<file path="src/rtl/aes_round_ctrl_if.sv">
// Control/status bundle between the AES round controller and its environment
// (start/abort requester and the round-constant stage).
interface aes_round_ctrl_if;
  logic       StartxSI;
  logic       AbortxSI;
  logic       RconLastxSI;
  logic       RconFinishedxSI;
  logic       RconNextxSO;
  logic       RconActivexSO;
  logic       LoadxSO;
  logic       SboxEnxSO;
  logic       MixColEnxSO;
  logic       BusyxSO;
  logic       DonexSO;
  logic       ErrorxSO;
  logic [3:0] RoundxDO;

  modport master (
    output StartxSI, AbortxSI, RconLastxSI, RconFinishedxSI,
    input  RconNextxSO, RconActivexSO, LoadxSO, SboxEnxSO, MixColEnxSO,
           BusyxSO, DonexSO, ErrorxSO, RoundxDO
  );

  modport slave (
    input  StartxSI, AbortxSI, RconLastxSI, RconFinishedxSI,
    output RconNextxSO, RconActivexSO, LoadxSO, SboxEnxSO, MixColEnxSO,
           BusyxSO, DonexSO, ErrorxSO, RoundxDO
  );
endinterface

</file>
<file path="src/rtl/aes_round_ctrl.sv">
// AES round sequencer: steps ten rounds of CYC_PER_ROUND cycles, drives the
// external rcon stage and cross-checks its last/finished flags.
module aes_round_ctrl #(
  parameter int unsigned CYC_PER_ROUND = 20,
  parameter int unsigned RCON_CYC      = 0
) (
  input  logic           ClkxCI,
  input  logic           RstxRI,
  aes_round_ctrl_if.slave bus
);

  typedef enum logic [2:0] {IDLE, LOAD, ROUND, DONE, FLUSH} state_e;

  localparam logic [4:0] CNT_LAST = 5'(CYC_PER_ROUND - 1);
  localparam logic [4:0] CNT_RCON = 5'(RCON_CYC);

  state_e     state_q, state_d;
  logic [4:0] CntxDP, cnt_d;
  logic [3:0] RndxDP, rnd_d;
  logic       err_q, err_d;
  logic       end_of_round;

  assign end_of_round = (state_q == ROUND) && (CntxDP == CNT_LAST);

  always_comb begin
    state_d = state_q;
    cnt_d   = CntxDP;
    rnd_d   = RndxDP;
    err_d   = err_q;
    unique case (state_q)
      IDLE: begin
        if (bus.StartxSI && !bus.AbortxSI) begin
          state_d = LOAD;
          if (!bus.RconFinishedxSI) err_d = 1'b1;
        end
      end
      LOAD: begin
        cnt_d   = '0;
        rnd_d   = 4'd1;
        state_d = ROUND;
      end
      ROUND: begin
        cnt_d = end_of_round ? '0 : CntxDP + 5'd1;
        // rcon reaching its last value early is a sequencing fault in any cycle
        if (bus.RconLastxSI && (RndxDP != 4'd10)) begin
          err_d   = 1'b1;
          state_d = FLUSH;
        end else if (end_of_round) begin
          if (bus.RconLastxSI) begin
            state_d = DONE;
          end else if (RndxDP == 4'd10) begin
            err_d   = 1'b1;
            state_d = FLUSH;
          end else begin
            rnd_d = RndxDP + 4'd1;
          end
        end
      end
      DONE: begin
        state_d = IDLE;
        if (!bus.RconFinishedxSI) err_d = 1'b1;
      end
      FLUSH: begin
        if (bus.RconFinishedxSI) state_d = IDLE;
      end
      default: state_d = IDLE;
    endcase
    if (bus.AbortxSI && (state_q inside {LOAD, ROUND, DONE})) state_d = FLUSH;
  end

  always_ff @(posedge ClkxCI) begin
    if (RstxRI) begin
      state_q <= IDLE;
      CntxDP  <= '0;
      RndxDP  <= '0;
      err_q   <= 1'b0;
    end else begin
      state_q <= state_d;
      CntxDP  <= cnt_d;
      RndxDP  <= rnd_d;
      err_q   <= err_d;
    end
  end

  // FLUSH keeps stepping rcon until it is back at its idle value
  assign bus.RconNextxSO   = (state_q == LOAD) || end_of_round ||
                             ((state_q == FLUSH) && !bus.RconFinishedxSI);
  assign bus.RconActivexSO = (state_q == ROUND) && (CntxDP == CNT_RCON);
  assign bus.LoadxSO       = (state_q == LOAD);
  assign bus.SboxEnxSO     = (state_q == ROUND);
  assign bus.MixColEnxSO   = (state_q == ROUND) && !bus.RconLastxSI;
  assign bus.BusyxSO       = (state_q != IDLE);
  assign bus.DonexSO       = (state_q == DONE);
  assign bus.ErrorxSO      = err_q;
  assign bus.RoundxDO      = (state_q == ROUND) ? RndxDP : '0;

endmodule

</file>
<file path="src/flat_wrapper.sv">
// flat-port wrapper written by rule: the top's interface ports become plain ports
module aes_round_ctrl_flat 
#(
  parameter int unsigned CYC_PER_ROUND = 20,
  parameter int unsigned RCON_CYC      = 0
)
  (ClkxCI, RstxRI, bus_StartxSI, bus_AbortxSI, bus_RconLastxSI, bus_RconFinishedxSI, bus_RconNextxSO, bus_RconActivexSO, bus_LoadxSO, bus_SboxEnxSO, bus_MixColEnxSO, bus_BusyxSO, bus_DonexSO, bus_ErrorxSO, bus_RoundxDO);
  aes_round_ctrl_if bus_i ();
  input  logic ClkxCI;
  input  logic RstxRI;
  input wire logic [$bits(bus_i.StartxSI)-1:0] bus_StartxSI;
  input wire logic [$bits(bus_i.AbortxSI)-1:0] bus_AbortxSI;
  input wire logic [$bits(bus_i.RconLastxSI)-1:0] bus_RconLastxSI;
  input wire logic [$bits(bus_i.RconFinishedxSI)-1:0] bus_RconFinishedxSI;
  output wire logic [$bits(bus_i.RconNextxSO)-1:0] bus_RconNextxSO;
  output wire logic [$bits(bus_i.RconActivexSO)-1:0] bus_RconActivexSO;
  output wire logic [$bits(bus_i.LoadxSO)-1:0] bus_LoadxSO;
  output wire logic [$bits(bus_i.SboxEnxSO)-1:0] bus_SboxEnxSO;
  output wire logic [$bits(bus_i.MixColEnxSO)-1:0] bus_MixColEnxSO;
  output wire logic [$bits(bus_i.BusyxSO)-1:0] bus_BusyxSO;
  output wire logic [$bits(bus_i.DonexSO)-1:0] bus_DonexSO;
  output wire logic [$bits(bus_i.ErrorxSO)-1:0] bus_ErrorxSO;
  output wire logic [$bits(bus_i.RoundxDO)-1:0] bus_RoundxDO;
  assign bus_i.StartxSI = bus_StartxSI;
  assign bus_i.AbortxSI = bus_AbortxSI;
  assign bus_i.RconLastxSI = bus_RconLastxSI;
  assign bus_i.RconFinishedxSI = bus_RconFinishedxSI;
  assign bus_RconNextxSO = bus_i.RconNextxSO;
  assign bus_RconActivexSO = bus_i.RconActivexSO;
  assign bus_LoadxSO = bus_i.LoadxSO;
  assign bus_SboxEnxSO = bus_i.SboxEnxSO;
  assign bus_MixColEnxSO = bus_i.MixColEnxSO;
  assign bus_BusyxSO = bus_i.BusyxSO;
  assign bus_DonexSO = bus_i.DonexSO;
  assign bus_ErrorxSO = bus_i.ErrorxSO;
  assign bus_RoundxDO = bus_i.RoundxDO;
  aes_round_ctrl #(.CYC_PER_ROUND(CYC_PER_ROUND), .RCON_CYC(RCON_CYC)) u_core (.ClkxCI(ClkxCI), .RstxRI(RstxRI), .bus(bus_i));
endmodule
</file>
<file path="config.mk">
export PLATFORM = sky130hd
export DESIGN_NAME = aes_round_ctrl_flat
export DESIGN_NICKNAME = d
export VERILOG_FILES = /design/src/rtl/aes_round_ctrl_if.sv /design/src/rtl/aes_round_ctrl.sv /design/src/flat_wrapper.sv
export SDC_FILE = /design/constraint.sdc
export NUM_CORES = 1
export LEC_CHECK = 0
export CELL_PAD_IN_SITES_DETAIL_PLACEMENT = 1
export CELL_PAD_IN_SITES_GLOBAL_PLACEMENT = 1
export CORE_UTILIZATION = 39
export DETAILED_ROUTE_END_ITERATION = 6
export PLACE_DENSITY = 0.93
export SETUP_SLACK_MARGIN = 0.5
export SLEW_MARGIN = 5
export SYNTH_ARGS = -nofsm -noshare
export SYNTH_HDL_FRONTEND = slang
export SYNTH_SLANG_ARGS = --single-unit
</file>
<file path="constraint.sdc">
create_clock -name ClkxCI -period 3.53 [get_ports ClkxCI]
set_input_delay 1.059 -clock ClkxCI [delete_from_list [all_inputs] [get_ports ClkxCI]]
set_output_delay 1.059 -clock ClkxCI [all_outputs]
set_load 0.03 [all_outputs]
</file>
==> qor.yml <==
global_route:
  grt_pass1_wl_mm: 5.67
  overflow: 0
  grt_usage_pct: 29.7
  first_global_vias: 1110
  antenna_found_initial: 0
  grt_max_degree: 16
sta:
  worstMarginPinSlew_ps: 577
  max-slew-margin-rel_pct: 61.4
  hold_viol: 0
  timing.fmax_mhz: 337
  setup_viol: 0
  slew_viol_final: 0
  setup_tns_ps: 0
  finalCritPeriodShare_pct: 84.1
  fin_crit_ps: 2970
  grt_setup_unrepaired: "false"
  skew_ps: 4.50
drt:
  wl_per_cell_um: 18.9
  drt_iter0_markers: 45
  vias_per_cell: 6.02
  drt_pre_antenna_iters: 4
  routed_wl_mm: 3.41
  drc: 0
  ant_nets: 0
  num_vias: 1083
logic_synthesis:
  synth_top_area_share_pct: 27.5
  syn_nets: 132
  synthTopCellsByArea: "dfxtp_1 (28%), a21oi_1 (5.8%), nor2_1 (5.6%)"
  async_flop_share_pct: 0
  ys_ff_latch: 13
  synth_edf_count: 0
  synth_top_cells_by_count: "nor2_1 (14), dfxtp_1 (13), a21oi_1 (11)"
  yosysMostFrequentCell: "nor2_1"
  syn_area_um2: 946
  synth-seq-area-share_pct: 27.5
  avgSynthCellArea_um2: 7.75
  ys.flop_type: "dfxtp_1"
  netlist_instances: 122
  synth_warnings: 0
  synth_cell_types: 44
  synth_top_area_cell: "dfxtp_1"
pwr:
  ir_drop_mv: 0.237
  clkPwrFrac_pct: 28.1
  pwr-share-comb_pct: 27.2
  power.share.switching_pct: 34.5
  seq_power_share_pct: 44.7
  intPower_uw: 236
  leakage_uw: 0.000541
  power_density_nw_per_um2: 281
  p_switching_uw: 124
clock_network:
  h-tree-depth: 1
  cts_tree: "done"
  numCtsBuffers: 3
  cts.sinks: 13
  clkTransAtPathRegs_ps: 90
  cts_buffer_depth: 2
  clk_latency_ps: 290
  clockRootBuffer: "clkbuf_4"
  cts_hold_buf: 0
flow_run:
  cap_violations: 0
critical_path:
  path_class: "reg -> out"
  critPathSlowestCell: "dfxtp_4"
  critPathRequiredTime_ps: 2470
  end_kind: "output port"
  arrival_ps: 1910
  crit_path_max_fanout: 13
  critical_path.startpoint_type: "register"
  slowest_delay_ps: 450
  path_cells: "or3b_1 -> inv_2 -> and4_1 -> dlygate4sd2_1"
layout:
  layout.nets: 163
  syn_to_final_growth_pct: 35.2
  layout-drive-gt1-share_pct: 21.1
  n_antenna_cell: 0
  final_cell_area_um2: 1280
  nFillCells: 293
placed_design:
  place_congestion: 0.773
  dp_hpwl_mm: 1.93
  port_buffers: 17
  place_area_um2: 1150
floorplanning:
  ios: 18
  die_y_um: 51.3
  fp.dieArea_um2: 2630
  core_area_um2: 2250
  num_rows: 17
  start_util_pct: 42.0
  fp.dieW_um: 51.3
hold_path:
  hold_path.class: "reg -> reg"
status:
  status: "finished, final reports clean"
routing by layer:
layer  part of all wire (%)  routed length (um)  global-route usage [%]  up-vias
met1                     44                1500                    36.8      523
met3                    5.2                 177                    4.76       11
met5                      0                   0                       0        -
met2                     48                1650                    50.9       39
li1                       -                   -                       -      510
met4                    2.2                  76                    11.7        0
layout make-up:
| class | instances | area, um2 | share of cell area [%] |
|---|---|---|---|
| timing repair buffer | 33 | 270 | 21.1 |
| inverter | 7 | 31.3 | 2.45 |
| tap | 28 | 35.0 | 2.74 |
| multi-input combinational | 95 | 649 | 50.8 |
| sequential | 13 | 265 | 20.7 |
| clock inverter | 1 | 5.00 | 0.391 |
| clock buffer | 3 | 22.5 | 1.76 |
final timing paths:
path	start	end	slack, ps	cells after the start
min reg2reg	u_core.bus.ErrorxSO	u_core.bus.ErrorxSO	480	2
max reg2reg	u_core.state_q[2]	u_core.state_q[0]	990	17
min	u_core.bus.ErrorxSO	u_core.bus.ErrorxSO	480	2
max	u_core.state_q[1]	bus_RconActivexSO	560	4
metrics by stage:
step	worst slack [ps]	utilization, %	power, uW	hold WS [ps]	instances
global placement	294	50.8	244	444	164
finish	563	56.7	359	485	180
global route	500	56.7	373	525	180
floorplan	534	-	214	468	122
CTS	506	56.4	351	484	180
detailed placement	241	50.8	248	460	164
worst max-delay path: cells and delay by family, from the launching register on:
kind | cells | cell delay [ps]
AND/OR/NAND/NOR | 2 | 600
buffers and inverters | 2 | 560
flip-flops | 1 | 450
sequential cells by signal (all words and copies together) (netlist names):
signal and cells:
u_core.CntxDP 5, u_core.RndxDP 4, u_core.bus.ErrorxSO 1, u_core.state_q 3
power groups by stage:
stage	Sequential [uW]	Combinational, uW	Clock (uW)
finish	161	97.7	101
global route	161	104	107
CTS	160	92.4	98.4
detailed placement	163	85.3	0
global placement	162	81.8	0
floorplan	161	53.5	0
cells by family after synthesis:
family,count (synthesis),share of synthesized area [%]
AO/OA/AOI/OAI,34,23.7
XOR/XNOR,1,0.926
adder cells (fa/ha/maj),4,5.29
buffers and inverters,14,6.48
flip-flops,13,27.5
multiplexers,1,1.06
AND/OR/NAND/NOR,55,35.1
cells in the final DEF (no fill, tap or decap), types with 4 or more instances in the layout:
master / count
buf_4: 18
nor2_1: 14
a21oi_1: 11
dfxtp_1: 11
dlygate4sd2_1: 8
nor3_1: 6
nand3_1: 6
o21ai_0: 6
clkdlybuf4s50_1: 6
inv_1: 5
nand2_1: 4
ha_1: 4
what timing repair did:
| action | in CTS | in global routing |
|---|---|---|
| endpoints found under the setup margin | 9 | 4 |
| setup buffers | 12 | 0 |
| gates resized for setup | 14 | 4 |
| endpoints found under the hold margin | 0 | 0 |
| pin swaps | 2 | 1 |
Note: power is estimated with default switching activity, not from simulation.
